## src/rtl/i2s_tdm_audio_tx.sv

```systemverilog
// Audio serial transmitter: frame FIFO feeding an I2S (2 ch) or TDM (>2 ch) serialiser.
// Bit clock is derived from clk by SCLK_DIV; all serial outputs are registered.
module i2s_tdm_audio_tx #(
    parameter int SAMPLE_W   = 16,
    parameter int SLOT_W     = 32,
    parameter int CHANNELS   = 2,
    parameter int SCLK_DIV   = 4,
    parameter int FIFO_DEPTH = 16
) (
    input  logic                             clk,
    input  logic                             rst,
    input  logic                             enable,
    input  logic                             mute,
    input  logic                             sample_valid,
    output logic                             sample_ready,
    input  logic [CHANNELS*SAMPLE_W-1:0]     sample_data,
    output logic [$clog2(FIFO_DEPTH+1)-1:0]  fifo_level,
    output logic                             underrun,
    input  logic                             underrun_clr,
    output logic                             i2s_sclk,
    output logic                             i2s_lrclk,
    output logic                             i2s_sda
);
    localparam int FW = CHANNELS * SAMPLE_W;
    localparam int N  = CHANNELS * SLOT_W;
    localparam int BW = $clog2(N);
    localparam int DW = $clog2(SCLK_DIV);
    localparam int AW = $clog2(FIFO_DEPTH);
    localparam int LW = $clog2(FIFO_DEPTH + 1);

    typedef enum logic {IDLE, RUN} state_t;

    logic [FW-1:0] mem_q [FIFO_DEPTH];
    logic [AW-1:0] wr_ptr_q, wr_ptr_d, rd_ptr_q, rd_ptr_d;
    logic [LW-1:0] count_q, count_d;
    state_t        state_q, state_d;
    logic [DW-1:0] div_q, div_d;
    logic [BW-1:0] bit_q, bit_d;
    logic [N-1:0]  shift_q, shift_d, frame_bits, load_bits;
    logic          sclk_q, sclk_d, lrclk_q, lrclk_d, sda_q, sda_d;
    logic          underrun_q, underrun_d;
    logic          wr_en, pop, frame_start, bit_adv, stop;

    // lrclk leads the data by one bit so the MSB follows the lrclk edge
    function automatic logic lr_of(input logic [BW-1:0] b);
        if (CHANNELS == 2) return ((int'(b) + 1) % N) >= SLOT_W;
        else               return int'(b) == N - 1;
    endfunction

    assign sample_ready = !rst && (count_q != LW'(FIFO_DEPTH));
    assign wr_en        = sample_valid && sample_ready;
    assign fifo_level   = count_q;
    assign underrun     = underrun_q;
    assign i2s_sclk     = sclk_q;
    assign i2s_lrclk    = lrclk_q;
    assign i2s_sda      = sda_q;

    // Wire image of the head frame: slots in channel order, sample MSB first, zero pad
    always_comb begin
        frame_bits = '0;
        for (int c = 0; c < CHANNELS; c++)
            frame_bits[N-1-c*SLOT_W -: SAMPLE_W] = mem_q[rd_ptr_q][c*SAMPLE_W +: SAMPLE_W];
    end

    always_comb begin
        state_d     = state_q;
        div_d       = div_q;
        bit_d       = bit_q;
        shift_d     = shift_q;
        sclk_d      = sclk_q;
        lrclk_d     = lrclk_q;
        sda_d       = sda_q;
        underrun_d  = underrun_q;
        wr_ptr_d    = wr_ptr_q;
        rd_ptr_d    = rd_ptr_q;
        count_d     = count_q;
        frame_start = 1'b0;
        bit_adv     = 1'b0;
        stop        = 1'b0;
        pop         = 1'b0;
        load_bits   = '0;

        case (state_q)
            IDLE: frame_start = enable;
            RUN: begin
                if (div_q == DW'(SCLK_DIV - 1)) begin
                    div_d = '0;
                    if (!sclk_q)                   sclk_d = 1'b1;
                    else if (bit_q != BW'(N - 1))  bit_adv = 1'b1;
                    else if (enable)               frame_start = 1'b1;
                    else                           stop = 1'b1;
                end else begin
                    div_d = div_q + 1'b1;
                end
            end
            default: stop = 1'b1;
        endcase

        if (underrun_clr) underrun_d = 1'b0;

        if (frame_start) begin
            pop       = (count_q != '0);
            load_bits = (pop && !mute) ? frame_bits : '0;
            state_d   = RUN;
            div_d     = '0;
            bit_d     = '0;
            sclk_d    = 1'b0;
            sda_d     = load_bits[N-1];
            shift_d   = load_bits << 1;
            lrclk_d   = lr_of('0);
            if (!pop) underrun_d = 1'b1;
        end else if (bit_adv) begin
            bit_d   = bit_q + 1'b1;
            sclk_d  = 1'b0;
            sda_d   = shift_q[N-1];
            shift_d = shift_q << 1;
            lrclk_d = lr_of(bit_q + 1'b1);
        end else if (stop) begin
            state_d = IDLE;
            div_d   = '0;
            bit_d   = '0;
            sclk_d  = 1'b0;
            lrclk_d = 1'b0;
            sda_d   = 1'b0;
        end

        if (wr_en) wr_ptr_d = wr_ptr_q + 1'b1;
        if (pop)   rd_ptr_d = rd_ptr_q + 1'b1;
        if (wr_en && !pop)      count_d = count_q + 1'b1;
        else if (!wr_en && pop) count_d = count_q - 1'b1;
    end

    always_ff @(posedge clk) begin
        if (wr_en) mem_q[wr_ptr_q] <= sample_data;
    end

    always_ff @(posedge clk) begin
        if (rst) begin
            state_q    <= IDLE;
            div_q      <= '0;
            bit_q      <= '0;
            shift_q    <= '0;
            sclk_q     <= 1'b0;
            lrclk_q    <= 1'b0;
            sda_q      <= 1'b0;
            underrun_q <= 1'b0;
            wr_ptr_q   <= '0;
            rd_ptr_q   <= '0;
            count_q    <= '0;
        end else begin
            state_q    <= state_d;
            div_q      <= div_d;
            bit_q      <= bit_d;
            shift_q    <= shift_d;
            sclk_q     <= sclk_d;
            lrclk_q    <= lrclk_d;
            sda_q      <= sda_d;
            underrun_q <= underrun_d;
            wr_ptr_q   <= wr_ptr_d;
            rd_ptr_q   <= rd_ptr_d;
            count_q    <= count_d;
        end
    end
endmodule

```

## config.mk

```make
export PLATFORM = sky130hd
export DESIGN_NAME = i2s_tdm_audio_tx
export DESIGN_NICKNAME = d
export VERILOG_FILES = /design/src/rtl/i2s_tdm_audio_tx.sv
export SDC_FILE = /design/constraint.sdc
export NUM_CORES = 1
export LEC_CHECK = 0
export CAP_MARGIN = 20
export CORE_UTILIZATION = 55
export CTS_CLUSTER_SIZE = 16
export DETAILED_ROUTE_END_ITERATION = 10
export DONT_BUFFER_PORTS = 1
export MAX_ROUTING_LAYER = met4
export PLACE_DENSITY = 0.7
export SYNTH_ARGS = -nofsm -noshare
export SYNTH_HDL_FRONTEND = slang
export SYNTH_SLANG_ARGS = --single-unit
```

## constraint.sdc

```tcl
create_clock -name clk -period 9.2 [get_ports clk]
set_input_delay 2.76 -clock clk [delete_from_list [all_inputs] [get_ports clk]]
set_output_delay 2.76 -clock clk [all_outputs]
set_load 0.02 [all_outputs]
```

==> results of run 1 <==
[kinds of logic after synthesis]
group           Yosys count  synth area share [%]
mux                     161                  14.0
buf+inv                  85                  1.89
fa+ha+maj                14                 0.796
xor+xnor                 14                 0.534
flops                   589                  73.7
compound gates          143                  4.72
simple gates            195                  4.37
[layout make-up]
type,instances,area (µm²),area share [%]
multi-input combinational,527,5730,22.4
clock buffer,65,1480,5.78
clock inverter,41,355,1.39
timing repair buffer,29,343,1.34
inverter,9,33.8,0.132
tap,532,666,2.61
sequential,589,16900,66.3
[through the flow]
stage / area (µm²) / total power [mW]
6_report: 25500 / 6.11
5_1_grt: 25500 / 6.32
4_1_cts: 25400 / 6.16
3_5_place_dp: 23600 / 3.88
3_3_place_gp: 23500 / 3.87
2_1_floorplan: 23000 / 3.72
[worst reg2reg max path: stages (launching register included)]
cell and delay (ns):
dfxtp_1 0.59, nor4_2 0.14, a211oi_2 0.88, nand2_1 0.45, nor2_4 0.63, buf_4 0.44
[sequential cells by signal, summed over array words and instances, names as in the netlist, 2 cells and up, named ones only]
signal and count:
bit_q 6, div_q 2, mem_q 512, fifo_level 5
shift_q 47, wr_ptr_q 4, rd_ptr_q 4
[power groups by stage]
stage	clock network (mW)	logic, mW	registers (mW)
after floorplan	0	0.661	3.06
after global placement	0	0.762	3.11
after detailed placement	0	0.771	3.11
after CTS	2.33	0.775	3.06
after global routing	2.43	0.826	3.06
final	2.29	0.763	3.05
[routing by layer]
metal / vias up / track usage (%) / part of all wire, %
li1: 4881 / - / -
met1: 5883 / 32.5 / 42
met2: 395 / 36.1 / 49
met3: 60 / 3.61 / 6.6
met4: 0 / 6.83 / 2.0
met5: - / - / 0
[worst max-delay path by stage]
stage	startpoint	to	slack (ns)	depth (start not counted)
5_1_grt	rst	sample_ready	3.26	1
3_5_place_dp	rst	sample_ready	3.30	1
3_3_place_gp	rst	sample_ready	3.32	1
4_1_cts	rst	sample_ready	3.30	1
6_report	rst	sample_ready	3.29	1
2_1_floorplan	rst	sample_ready	2.76	4
[synthesized netlist by cell type, types with 2 or more instances]
cell type / count / area [µm²]
nand2_1: 12 / 45.0
mux2i_1: 33 / 330
inv_1: 9 / 33.8
a21o_1: 3 / 22.5
buf_6: 7 / 78.8
or3_1: 3 / 18.8
buf_2: 22 / 110
clkbuf_1: 39 / 146
a21oi_1: 45 / 225
xnor2_1: 7 / 61.3
mux4_2: 128 / 2880
and2_1: 3 / 18.8
and3_1: 66 / 413
nand4_1: 2 / 12.5
o21ai_0: 6 / 30.0
buf_1: 5 / 18.8
nand3_1: 7 / 35.0
nor2_1: 82 / 308
o22ai_1: 29 / 181
nand2b_1: 3 / 18.8
ha_1: 13 / 163
nand3b_1: 2 / 15.0
nor3_1: 4 / 20.0
edfxtp_1: 512 / 15400
dfxtp_1: 77 / 1540
xor2_1: 7 / 61.3
a22oi_1: 18 / 135
a211oi_2: 29 / 363
a211oi_1: 4 / 30.0
buf_8: 3 / 45.0
[cell usage in the layout (no fill, tap or decap), drive strengths merged, types with 2 or more instances in the layout]
cell type and count:
or2b 2, inv 11, and2 4, nor2 82
and3 66, xnor2 7, mux4 128, buf 29
clkinvlp 2, xor2 7, a41o 2, nand3 7
dfxtp 77, nor2b 2, mux2i 33, nor3 4
clkinv 31, edfxtp 512, a21o 3, nand2 13
o22ai 29, a211oi 33, a21oi 46, a22oi 18
bufinv 6, or3 3, nand2b 3, ha 13
nand3b 2, o21ai 6, nand4 2, clkbuf 65
==> results.cfg, run 1 <==
[critical_path]
worstSetupPathType = input port to primary output
critPathTopFamily = compound AO/OA/AOI/OAI gates
rr_worst_depth = 5
r2r-end = mem_q[4][22]
crit_required_ns = 6.44
rr_startpoint = fifo_level[0]
rrSetupSlack_ns = 5.73
worstPathCellList = a21oi_1
worst-path-buf-inv = 0
arrival_ns = 3.15
cpPeakStageDelay_ns = 0.38
setup.worst_path.end_class = primary output
cpMaxStageDelayCell = a21oi_1
start_kind = input port
crit_fanout = 69

[yosys]
synth_top_flop_cell = edfxtp_1
synthesis.area_mm2 = 0.0230
ys.warnings.count = 0
synth_seq_cells = 589
synth.distinct_cells = 51
avgSynthCellArea_um2 = 19.1
synth.yosys.seq_area_share_pct = 73.7
async_flop_share_pct = 0
syn-num-nets = 1253
syn_inst = 1201
synth-edff-count = 512

[power]
p_seq_share_pct = 50.0
internal-power_mw = 4.67
clkPwrFrac_pct = 37.6
p_leak_nw = 8.13
swShare_pct = 23.6
ir_drop_mv = 0.166
combPwrFrac_pct = 12.5
powerDensity_mw_per_mm2 = 239
switching_power_mw = 1.44

[sta]
timing.fmax_mhz = 169
finClkSkew_ns = 0.0187
whs_ns = 0.466
relSlewSlack_pct = 32.0
final.setup.tns_ns = 0
tightest_slew_ns = 1.02
setup_violations = 0
fin_crit_sh_pct = 64.2
maxSlewViolCount = 0
period_needed_ns = 5.91
rsz0062_at_grt = false
hold_violations = 0
worst_slack_ns = 3.29

[floorplanning]
start_util_pct = 56.0
die_x_um = 206
die-area_mm2 = 0.0426
chipHeight_um = 206
ioPinCount = 48
rows = 74
core_mm2 = 0.0410

[worst_hold_path]
min_path_type = flop to flop
hold_depth = 2
worstHoldEndpoint = shift_q[63]
hold_start = shift_q[63]

[clock_tree]
cts.repair.resized = 0
cts_setup_buffers = 0
ctsHoldBuffers = 0
tritoncts = done
cts.clk_slew.worst_paths_ns = 0.06
cts_buffers = 56
cts_num_sinks = 589
cts_max_level = 2
clockBufferDepth = 3
cts_root_buf = clkbuf_16
clock_latency_ns = 0.61

[grt]
grt_pass1_vias = 11410
grt_usage_pct = 23.3
grt_max_degree = 70
antenna_found_initial = 0
overflow = 0
grt_pass1_wl_mm = 70.4

[placement]
post-dp-hpwl_mm = 26.6
gp_congestion = 0.791
dpl_worst_slack_ns = 3.30
dp_cells = 1682
io_buffers = 0

[cells_and_area]
fin_nets = 1264
nFillCells = 2762
final_util_pct = 62.3
area_growth_pct = 11.3
drive_above_1_share_pct = 24.5
antenna_cells = 0
instances_no_fill = 1792

[route]
viasPerCell = 6.26
dr.pass1.iters = 8
routed_wirelength_mm = 46.3
remaining_drc_errors = 2
detail-route-antenna-nets = 0
dr_total_vias = 11219
drt_iter0_drc = 1089
wl_per_cell_um = 25.8

[run_status]
violations = DRC
status = finished, violations left

[flow_run]
maxCapViolCount = 0
(Power assumes the default switching activity.)
==> run 2: changes to the inputs <==
Settings changed: PLACE_DENSITY 0.7 to 0.73.
Clock period 9.2 ns to 5.2 ns, I/O delays scaled along.
==> results.cfg, run 2 (synthesis gave the netlist of run 1 again) <==
[clock_tree]
cts_buffers = 56
clock_latency_ns = 0.60
tritoncts = done
cts_num_sinks = 589
clockBufferDepth = 3
cts_root_buf = clkbuf_16
cts.repair.resized = 0
ctsHoldBuffers = 0
cts_setup_buffers = 0
cts.clk_slew.worst_paths_ns = 0.06
cts_max_level = 2

[power]
clkPwrFrac_pct = 37.4
p_seq_share_pct = 49.4
powerDensity_mw_per_mm2 = 426
swShare_pct = 23.2
ir_drop_mv = 0.337
total_power_mw = 10.9
internal-power_mw = 8.35
p_leak_nw = 8.11
combPwrFrac_pct = 13.2
switching_power_mw = 2.53

[floorplanning]
die-area_mm2 = 0.0426
core_mm2 = 0.0410
start_util_pct = 56.0
chipHeight_um = 206
die_x_um = 206
rows = 74
ioPinCount = 48

[placement]
post-dp-hpwl_mm = 28.1
gp_congestion = 0.820
dp_cells = 1688
dpl-instance-area_mm2 = 0.0236
io_buffers = 0

[sta]
setup_violations = 0
relSlewSlack_pct = 28.8
final.setup.tns_ns = 0
finClkSkew_ns = 0.0221
whs_ns = 0.461
timing.fmax_mhz = 286
period_needed_ns = 3.49
rsz0062_at_grt = false
maxSlewViolCount = 0
tightest_slew_ns = 1.07
fin_crit_sh_pct = 67.1
hold_violations = 0

[critical_path]
cpPeakStageDelay_ns = 0.37
arrival_ns = 1.93
worst-path-buf-inv = 0
setup.worst_path.end_class = primary output
crit_fanout = 69
cpMaxStageDelayCell = a21oi_1
crit_required_ns = 3.64
start_kind = input port
critPathTopFamily = compound AO/OA/AOI/OAI gates
worstSetupPathType = input port to primary output
worstPathCellList = a21oi_1

[grt]
grt_usage_pct = 23.5
grt_pass1_wl_mm = 69.7
grt_max_degree = 70
grt_pass1_vias = 11106
overflow = 0
antenna_found_initial = 1

[route]
drt_iter0_drc = 1261
viasPerCell = 6.22
dr_total_vias = 11144
remaining_drc_errors = 4
wl_per_cell_um = 25.9
routed_wirelength_mm = 46.4
detail-route-antenna-nets = 0
dr.pass1.iters = 8

[cells_and_area]
final_cell_mix = edfxtp_1 (512), mux4_2 (128), dfxtp_1 (73)
drive_above_1_share_pct = 23.9
nFillCells = 2800
fin_nets = 1267
mostFrequentLayoutCell = edfxtp_1
fin_area_mm2 = 0.0255
area_growth_pct = 11.2
top_register = mem_q
antenna_cells = 0
seq_area_mm2 = 0.0169
multi_input_area_mm2 = 0.00573
reg_top3 = mem_q: 512 flops, shift_q: 47 flops, bit_q: 6 flops
largest_reg_flops = 512
instances_no_fill = 1792

[run_status]
status = finished, violations left
violations = DRC

[worst_hold_path]
min_path_type = flop to flop

[flow_run]
maxCapViolCount = 0
==> run 2: metrics by stage <==
| step | worst slack (ns) | utilization, % |
|---|---|---|
| finish | 1.71 | 62.2 |
| global route | 1.68 | 62.2 |
| CTS | 1.71 | 62.2 |
| detailed placement | 1.44 | 57.6 |
| global placement | 1.45 | 57.6 |
| floorplan | 0.202 | - |
==> run 2: worst paths after layout <==
kind / start / to / slack [ns] / depth (start not counted)
worst max-delay path: rst / sample_ready / 1.71 / 1
worst min-delay path: shift_q[63] / shift_q[63] / 0.46 / 2
worst max register to register: fifo_level[0] / fifo_level[4] / 2.18 / 11
worst min register to register: shift_q[63] / shift_q[63] / 0.46 / 2
==> run 2: power by group through the flow <==
stage | logic, mW | registers (mW) | clock network (mW)
floorplan | 1.17 | 5.42 | 0
global placement | 1.44 | 5.47 | 0
detailed placement | 1.45 | 5.48 | 0
CTS | 1.46 | 5.38 | 4.14
global route | 1.55 | 5.39 | 4.31
finish | 1.43 | 5.37 | 4.07
==> run 2: area by class of cell <==
| class | instances | share of cell area (%) |
|---|---|---|
| Multi-Input combinational cell | 527 | 22.5 |
| Inverter | 9 | 0.132 |
| Timing Repair Buffer | 32 | 1.22 |
| Tap cell | 532 | 2.61 |
| Clock inverter | 31 | 1.26 |
| Clock buffer | 72 | 5.98 |
| Sequential cell | 589 | 66.3 |
==> run 2: layer usage <==
metal  routed length [µm]  GRT usage [%]  share of wire (%)  vias to the layer above
met4                  857           5.49                1.8                        0
met2                21900           34.8                 47                      408
li1                     -              -                  -                     4900
met3                 3690           5.05                7.9                       58
met5                    0              -                  0                        -
met1                19900           33.6                 43                     5778
==> run 3: changes to the inputs <==
Clock period 5.2 ns to 3 ns, I/O delays scaled along.
==> results.cfg, run 3 (synthesis gave the netlist of run 1 again) <==
[power]
swShare_pct = 22.8
ir_drop_mv = 0.486
p_leak_nw = 8.26
powerDensity_mw_per_mm2 = 725
clkPwrFrac_pct = 36.9
internal-power_mw = 14.5
switching_power_mw = 4.28
p_seq_share_pct = 49.1
combPwrFrac_pct = 14.1

[critical_path]
worstPathCellList = ha_1 > and4_4 > a41o_4 > nand2_4 > ha_1 > inv_1 > fa_1 > a21o_1 > a21oi_1 > xnor2_1 > or3_1 > a21oi_1
crit_fanout = 6
cpPeakStageDelay_ns = 0.42
crit_required_ns = 3.54
setup.worst_path.end_class = flop
start_kind = flop
cpMaxStageDelayCell = fa_1
arrival_ns = 3.35
worstSetupPathType = flop to flop

[sta]
hold_violations = 0
timing.fmax_mhz = 356
tightest_slew_ns = 0.973
relSlewSlack_pct = 35.1
whs_ns = 0.362
finClkSkew_ns = 0.0245
period_needed_ns = 2.81
fin_crit_sh_pct = 93.6
maxSlewViolCount = 0
worst_slack_ns = 0.192
setup_violations = 0
rsz0062_at_grt = false

[cells_and_area]
nFillCells = 2804
instances_no_fill = 1827
mostFrequentLayoutCell = edfxtp_1
reg_top3 = mem_q: 512 flops, shift_q: 47 flops, bit_q: 6 flops
antenna_cells = 0
fin_area_mm2 = 0.0259
final_cell_mix = edfxtp_1 (512), mux4_2 (128), dfxtp_1 (73)
fin_nets = 1301
largest_reg_flops = 512
top_register = mem_q
area_growth_pct = 12.7
drive_above_1_share_pct = 25.6

[floorplanning]
die-area_mm2 = 0.0426
chipHeight_um = 206
rows = 74
start_util_pct = 56.0
core_mm2 = 0.0410
die_x_um = 206
ioPinCount = 48

[run_status]
violations = DRC
status = finished, violations left

[worst_hold_path]
min_path_type = input port to flop

[placement]
gp_congestion = 0.821
dpl_worst_slack_ns = 0.00473
io_buffers = 0
dp_cells = 1721
dpl-instance-area_mm2 = 0.0240
post-dp-hpwl_mm = 26.6

[clock_tree]
cts_buffers = 58
cts_setup_buffers = 0
tritoncts = done
cts_num_sinks = 589
cts.clk_slew.worst_paths_ns = 0.06
cts.repair.resized = 0
cts_max_level = 2
ctsHoldBuffers = 0
cts_root_buf = clkbuf_16
clock_latency_ns = 0.61
clockBufferDepth = 3

[grt]
grt_max_degree = 70
grt_pass1_vias = 11642
overflow = 0
grt_pass1_wl_mm = 70.5
antenna_found_initial = 0
grt_usage_pct = 23.4

[route]
remaining_drc_errors = 4
dr_total_vias = 11316
viasPerCell = 6.19
dr.pass1.iters = 10
wl_per_cell_um = 25.2
routed_wirelength_mm = 46.1
drt_iter0_drc = 986
detail-route-antenna-nets = 0

[flow_run]
maxCapViolCount = 0
## run 3: cell type report
cell class	instances	area [µm²]	area share (%)
Multi-Input combinational cell	527	5760	22.3
Timing Repair Buffer	64	656	2.53
Tap cell	532	666	2.57
Clock buffer	86	1650	6.37
Inverter	9	33.8	0.131
Clock inverter	20	175	0.677
Sequential cell	589	16900	65.4
## run 3: routing by layer
layer,up-vias,track usage [%],wire [µm]
li1,4968,-,-
met1,5914,31.3,19100
met2,363,36.9,22800
met3,71,4.81,3180
met4,0,6.22,948
met5,-,-,0
## run 3: power groups by stage
stage                     sequential, mW  combinational [mW]  clock, mW
after floorplan                     9.39                2.04          0
after global placement              9.37                2.65          0
after detailed placement            9.38                2.68          0
after CTS                           9.21                2.69       7.05
after global routing                9.22                2.87       7.35
final                               9.21                2.64       6.91
## run 3: worst paths after layout
path / startpoint / end / slack (ns) / depth (start not counted)
worst max-delay path: bit_q[0] / fifo_level[4] / 0.19 / 12
worst min register to register: shift_q[63] / shift_q[63] / 0.46 / 2
worst min-delay path: rst / fifo_level[0] / 0.36 / 1
worst max register to register: bit_q[0] / fifo_level[4] / 0.19 / 12
## run 3: worst max-delay path: cells and delay by family, from the launching register on
| kind | cells | cell delay (ns) |
|---|---|---|
| adder cells (fa/ha/maj) | 3 | 0.85 |
| AO/OA/AOI/OAI | 4 | 0.75 |
| AND/OR/NAND/NOR | 3 | 0.60 |
| flip-flops | 1 | 0.36 |
| buffers and inverters | 1 | 0.10 |
| XOR/XNOR | 1 | 0.08 |
## run 3: per-stage QoR
step                TNS [ns]  util (%)  total power, mW
floorplan            -135.09         -             11.4
global placement           0      58.6             12.0
detailed placement         0      58.6             12.1
CTS                        0      63.1             19.0
global route               0      63.1             19.4
finish                     0      63.1             18.8
==> RTL change 1 (flow settings as in run 1) <==
Set the parameter `SLOT_W` to 64 (it was 32).
--- a/src/rtl/i2s_tdm_audio_tx.sv
+++ b/src/rtl/i2s_tdm_audio_tx.sv
@@ -2,7 +2,7 @@
 // Bit clock is derived from clk by SCLK_DIV; all serial outputs are registered.
 module i2s_tdm_audio_tx #(
     parameter int SAMPLE_W   = 16,
-    parameter int SLOT_W     = 32,
+    parameter int SLOT_W     = 64,
     parameter int CHANNELS   = 2,
     parameter int SCLK_DIV   = 4,
     parameter int FIFO_DEPTH = 16
Behaviour: no difference found for any inputs over 4 cycles, from zero or initial values and one cycle with rst high; that may be too few to reach the edited logic, so the function may still have changed.
==> RTL change 1 against run 1 <==
  * Total power is 2.7% higher
  * Clock skew increased by 0.0070 ns
  * Global-route usage shrank 1.3 points
  * Combinational power fell by 13%
  * Count of clock-buffer cells in the layout rose by 10
  * Design area up 4.1%
  * Hold slack gained 0.0049 ns
  * Setup slack gained 0.028 ns
  * Routed wire length fell by 0.67%
  * Synthesized area up 4.1%
  * Non-clock buffer count decreased by 2
  * Sequential cell count rose by 33
==> RTL change 1: results (changes against run 1) <==
Placed design
  • DP Worst Slack: 3.32 ns (was 3.30 ns)
  • DP HPWL: 24.6 mm (was 26.6 mm)
  • Buffers on Ports: 0 (unchanged)
  • Final GP Congestion: 0.788 (was 0.791)
  • DP Area: 24,600 um2 (was 23,600 um2)

Yosys
  • Yosys warning count: 0 (unchanged)
  • Largest cells by area after synthesis: edfxtp_1, mux4_2, dfxtp_1 (unchanged)
  • Post-synthesis cell type count: 47 (was 51)
  • Post-synth net total: 1,365 (was 1,253)
  • EDFF count, synth: 512 (unchanged)
  • Synth area leader: edfxtp_1 (unchanged)
  • Post-synth top cells: edfxtp_1, mux4_2, nor2_1 (unchanged)
  • Post-synth ARST share: 0% (unchanged)
  • Sequential fraction of the synthesis area: 73.6% (was 73.7%)

Setup path
  • Max stage delay cell, worst path: a21oi_1 (unchanged)
  • Crit Path Max Fanout: 101 (was 69)
  • CP top delay family: compound AO/OA/AOI/OAI gates (unchanged)
  • R2R cell count: 12 (was 5)
  • R2R setup slack: 5.73 ns (about the same)
  • Slowest Stage Delay on Critical Path: 0.35 ns (was 0.38 ns)
  • R2r endpoint: fifo_level[4] (was mem_q[4][22])
  • Worst r2r src: div_q[0] (was fifo_level[0])
  • Crit path DAT: 3.12 ns (was 3.15 ns)

Pwr
  • Net Switching: 0.00139 W (was 0.00144 W)
  • Peak supply drop: 0.000153 V (was 0.000166 V)
  • Leakage: 8.33 nW (was 8.13 nW)

CTS
  • H-tree depth: 2 (unchanged)
  • CTS resizes: 0 (unchanged)
  • Clock root cell: clkbuf_16 (unchanged)
  • Clk pin slew, worst setup/hold paths: 0.06 ns (about the same)
  • Total CTS buffers: 59 (was 56)
  • Total setup buffers inserted after CTS: 0 (unchanged)
  • Clk Latency, worst-skew pair: 0.61 ns (about the same)
  • Longest Clk Path Bufs: 3 (unchanged)

Routing
  • Vias/cell: 6.05 (was 6.26)
  • Avg WL per Cell: 23.7 um (was 25.8 um)
  • TritonRoute pass-1 iters: 7 (was 8)
  • DRT iter0 DRCs: 1,145 (was 1,089)

Hold path
  • Worst hold path cell count: 2 (unchanged)
  • Hold Path Class: reg2reg (unchanged)
  • Hold Crit Endpoint: shift_q[127] (was shift_q[63])
  • Hold Startpoint: shift_q[127] (was shift_q[63])

Finish
  • Share of layout cells above drive strength 1: 22.2% (was 24.5%)
  • Post-layout util: 62.6% (was 62.3%)
  • Number of fill cells: 2,991 (was 2,762)
  • Largest regs: mem_q: 512 flops, shift_q: 79 flops, bit_q: 7 flops (was mem_q: 512 flops, shift_q: 47 flops, bit_q: 6 flops)
  • Ant. Diodes: 0 (unchanged)

GRT
  • Initial antenna violation count: 0 (unchanged)
  • Vias in the first global route: 12,000 (was 11,400)
  • Total Routing Usage GR: 22.1% (was 23.3%)
  • First-pass GRT wire length: 70.5 mm (was 70.4 mm)
  • Pin count of the biggest net entering global routing: 107 (was 70)

Timing
  • Worst clock skew: 0.0257 ns (was 0.0187 ns)
  • Rel. slew slack: 29.4% (was 32.0%)

Run status
  • Result of the run: finished clean (was finished with violations)
RTL change 1: cell count changes in the layout (fill, tap and decap cells not counted), moves of 31 or more:
| cell | before | now |
|---|---|---|
| a22oi_1 | 18 | 49 |
| a21oi_1 | 45 | 76 |
| nor2_1 | 70 | 101 |
| and3_1 | 66 | 30 |
| mux2_2 | 0 | 31 |
| dfxtp_1 | 73 | 106 |
RTL change 1: kinds of logic after synthesis:
| family | share of synthesized area (%) |
|---|---|
| compound gates | 4.80 |
| xor+xnor | 0.330 |
| fa+ha+maj | 0.765 |
| buf+inv | 1.68 |
| flops | 73.6 |
| mux | 15.0 |
| simple gates | 3.79 |
RTL change 1: worst register-to-register path: stages (launching register included):
cell and delay (ns):
dfxtp_1 0.33, ha_1 0.24, nand2_1 0.09, a21o_1 0.70, a211o_1 0.37, ha_1 0.24
inv_1 0.11, fa_1 0.42, a21o_1 0.20, a21oi_1 0.17, xnor2_1 0.09, or3_1 0.30
a21oi_1 0.13
RTL change 1: worst max-delay path by stage:
stage / from / slack [ns] / depth (start not counted) / to
after floorplan: rst / 2.94 / 3 / sample_ready
after global placement: rst / 3.31 / 1 / sample_ready
after detailed placement: rst / 3.32 / 1 / sample_ready
after CTS: rst / 3.32 / 1 / sample_ready
after global routing: rst / 3.31 / 1 / sample_ready
final: rst / 3.32 / 1 / sample_ready
RTL change 1: per-stage QoR:
step                hold slack (ns)  total power [W]  instances
floorplan                     0.453          0.00377       1313
finish                        0.471          0.00627       1944
global placement              0.457          0.00391       1832
detailed placement            0.465          0.00392       1832
CTS                           0.472          0.00633       1943
global route                  0.485          0.00649       1944
RTL change 1: cell type report:
cell class	instances	share of cell area, %
Sequential cell	622	66.2
Multi-Input combinational cell	598	22.7
Clock buffer	75	6.02
Tap cell	577	2.72
Clock inverter	36	1.37
Timing Repair Buffer	27	0.885
Inverter	9	0.127
RTL change 1: power by group through the flow:
stage / registers (W) / logic (W) / clock network, W
after floorplan: 0.00320 / 0.000572 / 0
after global placement: 0.00324 / 0.000666 / 0
after detailed placement: 0.00324 / 0.000672 / 0
after CTS: 0.00318 / 0.000675 / 0.00247
after global routing: 0.00319 / 0.000722 / 0.00258
final: 0.00318 / 0.000661 / 0.00243
RTL change 1: per-layer routing:
layer | vias up | part of all wire, % | wire (um) | track usage, %
met5 | - | 0 | 0 | -
met2 | 326 | 48 | 22200 | 34.4
met4 | 0 | 2.3 | 1070 | 5.90
li1 | 5260 | - | - | -
met3 | 79 | 5.7 | 2610 | 3.89
met1 | 6099 | 44 | 20100 | 30.5
==> RTL change 2 (flow settings as in run 1) <==
Made on the original files. Take the reset off `shift_q` and load it in a clocked block of its own.
--- a/src/rtl/i2s_tdm_audio_tx.sv
+++ b/src/rtl/i2s_tdm_audio_tx.sv
@@ -139,7 +139,6 @@
             state_q    <= IDLE;
             div_q      <= '0;
             bit_q      <= '0;
-            shift_q    <= '0;
             sclk_q     <= 1'b0;
             lrclk_q    <= 1'b0;
             sda_q      <= 1'b0;
@@ -151,7 +150,6 @@
             state_q    <= state_d;
             div_q      <= div_d;
             bit_q      <= bit_d;
-            shift_q    <= shift_d;
             sclk_q     <= sclk_d;
             lrclk_q    <= lrclk_d;
             sda_q      <= sda_d;
@@ -161,5 +159,9 @@
             count_q    <= count_d;
         end
     end
+
+    always_ff @(posedge clk) begin
+        shift_q <= shift_d;
+    end
 endmodule
 
Function: no difference found for any inputs over 4 cycles, from zero or initial values and one cycle with rst high; that may be too few to reach the edited logic, so the function may still have changed.
==> RTL change 2 against run 1 <==
  * Global-route usage decreased by 0.33 points
  * Combinational power barely moved
  * Sequential cell count is the same
  * Largest cell class unchanged
  * Largest power group unchanged
  * Synthesized area decreased by 0.87%
  * Total power grew 0.58%
  * Design area decreased by 0.37%
  * Routed wire length is 2.9% lower
  * Via count shrank 6.5%
  * Count of clock-buffer cells in the layout grew 4
  * Setup slack gained 0.030 ns
==> RTL change 2: results (changes against run 1) <==
Setup path
  • R2R setup slack: 5.59 ns (was 5.73 ns)
  • Slowest Stage Delay on Critical Path: 0.36 ns (was 0.38 ns)
  • Critical Path Start: rst (unchanged)
  • Crit Path Max Fanout: 22 (was 69)
  • R2R cell count: 6 (was 5)
  • R2r endpoint: shift_q[30] (was mem_q[4][22])
  • Setup CP Type: in2out (unchanged)
  • Crit path DAT: 3.12 ns (was 3.15 ns)

Routing
  • Met2 WL: 22.2 mm (was 22.7 mm)
  • Metal3 WL: 2.56 mm (was 3.05 mm)
  • Total Wirelength: 45.0 mm (was 46.3 mm)
  • Met1 wire length: 18.8 mm (was 19.6 mm)
  • TritonRoute pass-1 iters: 5 (was 8)
  • Vias/cell: 6.15 (was 6.26)
  • DRT iter0 DRCs: 970 (was 1,089)
  • Residual DRC: 0 (was 2)

Hold path
  • Worst hold path cell count: 2 (unchanged)
  • Hold Path Class: reg2reg (unchanged)
  • Hold Startpoint: div_q[0] (was shift_q[63])
  • Hold Crit Endpoint: div_q[0] (was shift_q[63])

Yosys
  • EDFF count, synth: 559 (was 512)
  • Post-synthesis cell type count: 46 (was 51)
  • Post-synth top cells: edfxtp_1, mux4_2, a21oi_1 (was edfxtp_1, mux4_2, nor2_1)
  • Sequential fraction of the synthesis area: 76.4% (was 73.7%)
  • Largest cells by area after synthesis: edfxtp_1, mux4_2, dfxtp_1 (unchanged)
  • Post-synth ARST share: 0% (unchanged)

Finish
  • Final Net Count: 1,180 (was 1,264)
  • Share of layout cells above drive strength 1: 22.4% (was 24.5%)
  • Number of fill cells: 2,753 (was 2,762)

Timing
  • Worst clock skew: 0.0163 ns (was 0.0187 ns)
  • Rel. slew slack: 37.0% (was 32.0%)
  • Slew Limit Fails: 0 (unchanged)
  • Period Utilization, post-route: 63.9% (was 64.2%)

GRT
  • Global-route met3 utilization: 4.18% (was 3.61%)
  • Total Routing Usage GR: 23.0% (was 23.3%)
  • First-pass GRT wire length: 67.5 mm (was 70.4 mm)
  • Initial antenna violation count: 0 (unchanged)
  • Vias in the first global route: 10,600 (was 11,400)
  • GR Layer Usage met1: 30.4% (was 32.5%)
  • Pin count of the biggest net entering global routing: 58 (was 70)
  • Grt met2 use: 36.4% (was 36.1%)

Pwr
  • Leakage: 7.81 nW (was 8.13 nW)
  • Peak supply drop: 0.000176 V (was 0.000166 V)

CTS
  • Total CTS buffers: 57 (was 56)
  • Clock root cell: clkbuf_16 (unchanged)
  • H-tree depth: 2 (unchanged)

Placed design
  • DP HPWL: 26.1 mm (was 26.6 mm)
  • Final GP Congestion: 0.800 (was 0.791)

Run status
  • Result of the run: finished clean (was finished with violations)
RTL change 2: changes by cell type in the layout (fill, tap and decap cells not counted), sizes merged, moves of 3 or more:
| cell | delta |
|---|---|
| a21oi | -3 |
| a22o | +30 |
| a22oi | -16 |
| and2 | +12 |
| and3 | -65 |
| clkbuf | +4 |
| clkinv | -5 |
| dfxtp | -47 |
| edfxtp | +47 |
| nand3 | -3 |
| nor2 | -41 |
| nor2b | +29 |
| o22ai | -29 |
RTL change 2: kinds of logic after synthesis:
kind of cell,count (synthesis),synth area share (%)
DFF,589,76.4
muxes,164,14.3
and+or+nand+nor,130,3.01
AOI/OAI and AO/OA,123,3.74
buffers and inverters,69,1.27
adders and majority gates,14,0.803
xor gates and xnor gates,13,0.500
RTL change 2: stage by stage:
stage	utilization [%]	total power (W)	instance area (um2)	hold WS [ns]	cells
floorplan	-	0.00376	22800	0.459	1102
global placement	57.4	0.00394	23400	0.481	1592
detailed placement	57.7	0.00395	23600	0.508	1598
CTS	62.1	0.00621	25400	0.523	1702
global route	62.3	0.00636	25400	0.539	1705
finish	62.3	0.00614	25400	0.521	1705
RTL change 2: power by group:
part           internal (W)  switching (W)
clock               0.00130       0.000973
sequential          0.00301       0.000102
combinational      0.000397       0.000362
total               0.00471        0.00144
RTL change 2: area by class of cell:
type / count / area [um2] / share of cell area, %
clock inverters: 35 / 320 / 1.26
clock buffers: 69 / 1490 / 5.87
well taps: 532 / 666 / 2.62
repair buffers: 29 / 338 / 1.33
multi-input cells: 444 / 5200 / 20.4
flip-flops and latches: 589 / 17400 / 68.4
inverters: 7 / 26.3 / 0.103
RTL change 2: tightest hold or removal path, stage by stage, from the launching register on:
cell and delay, ns:
dfxtp_1 0.35, xnor2_1 0.07, nor2_1 0.07
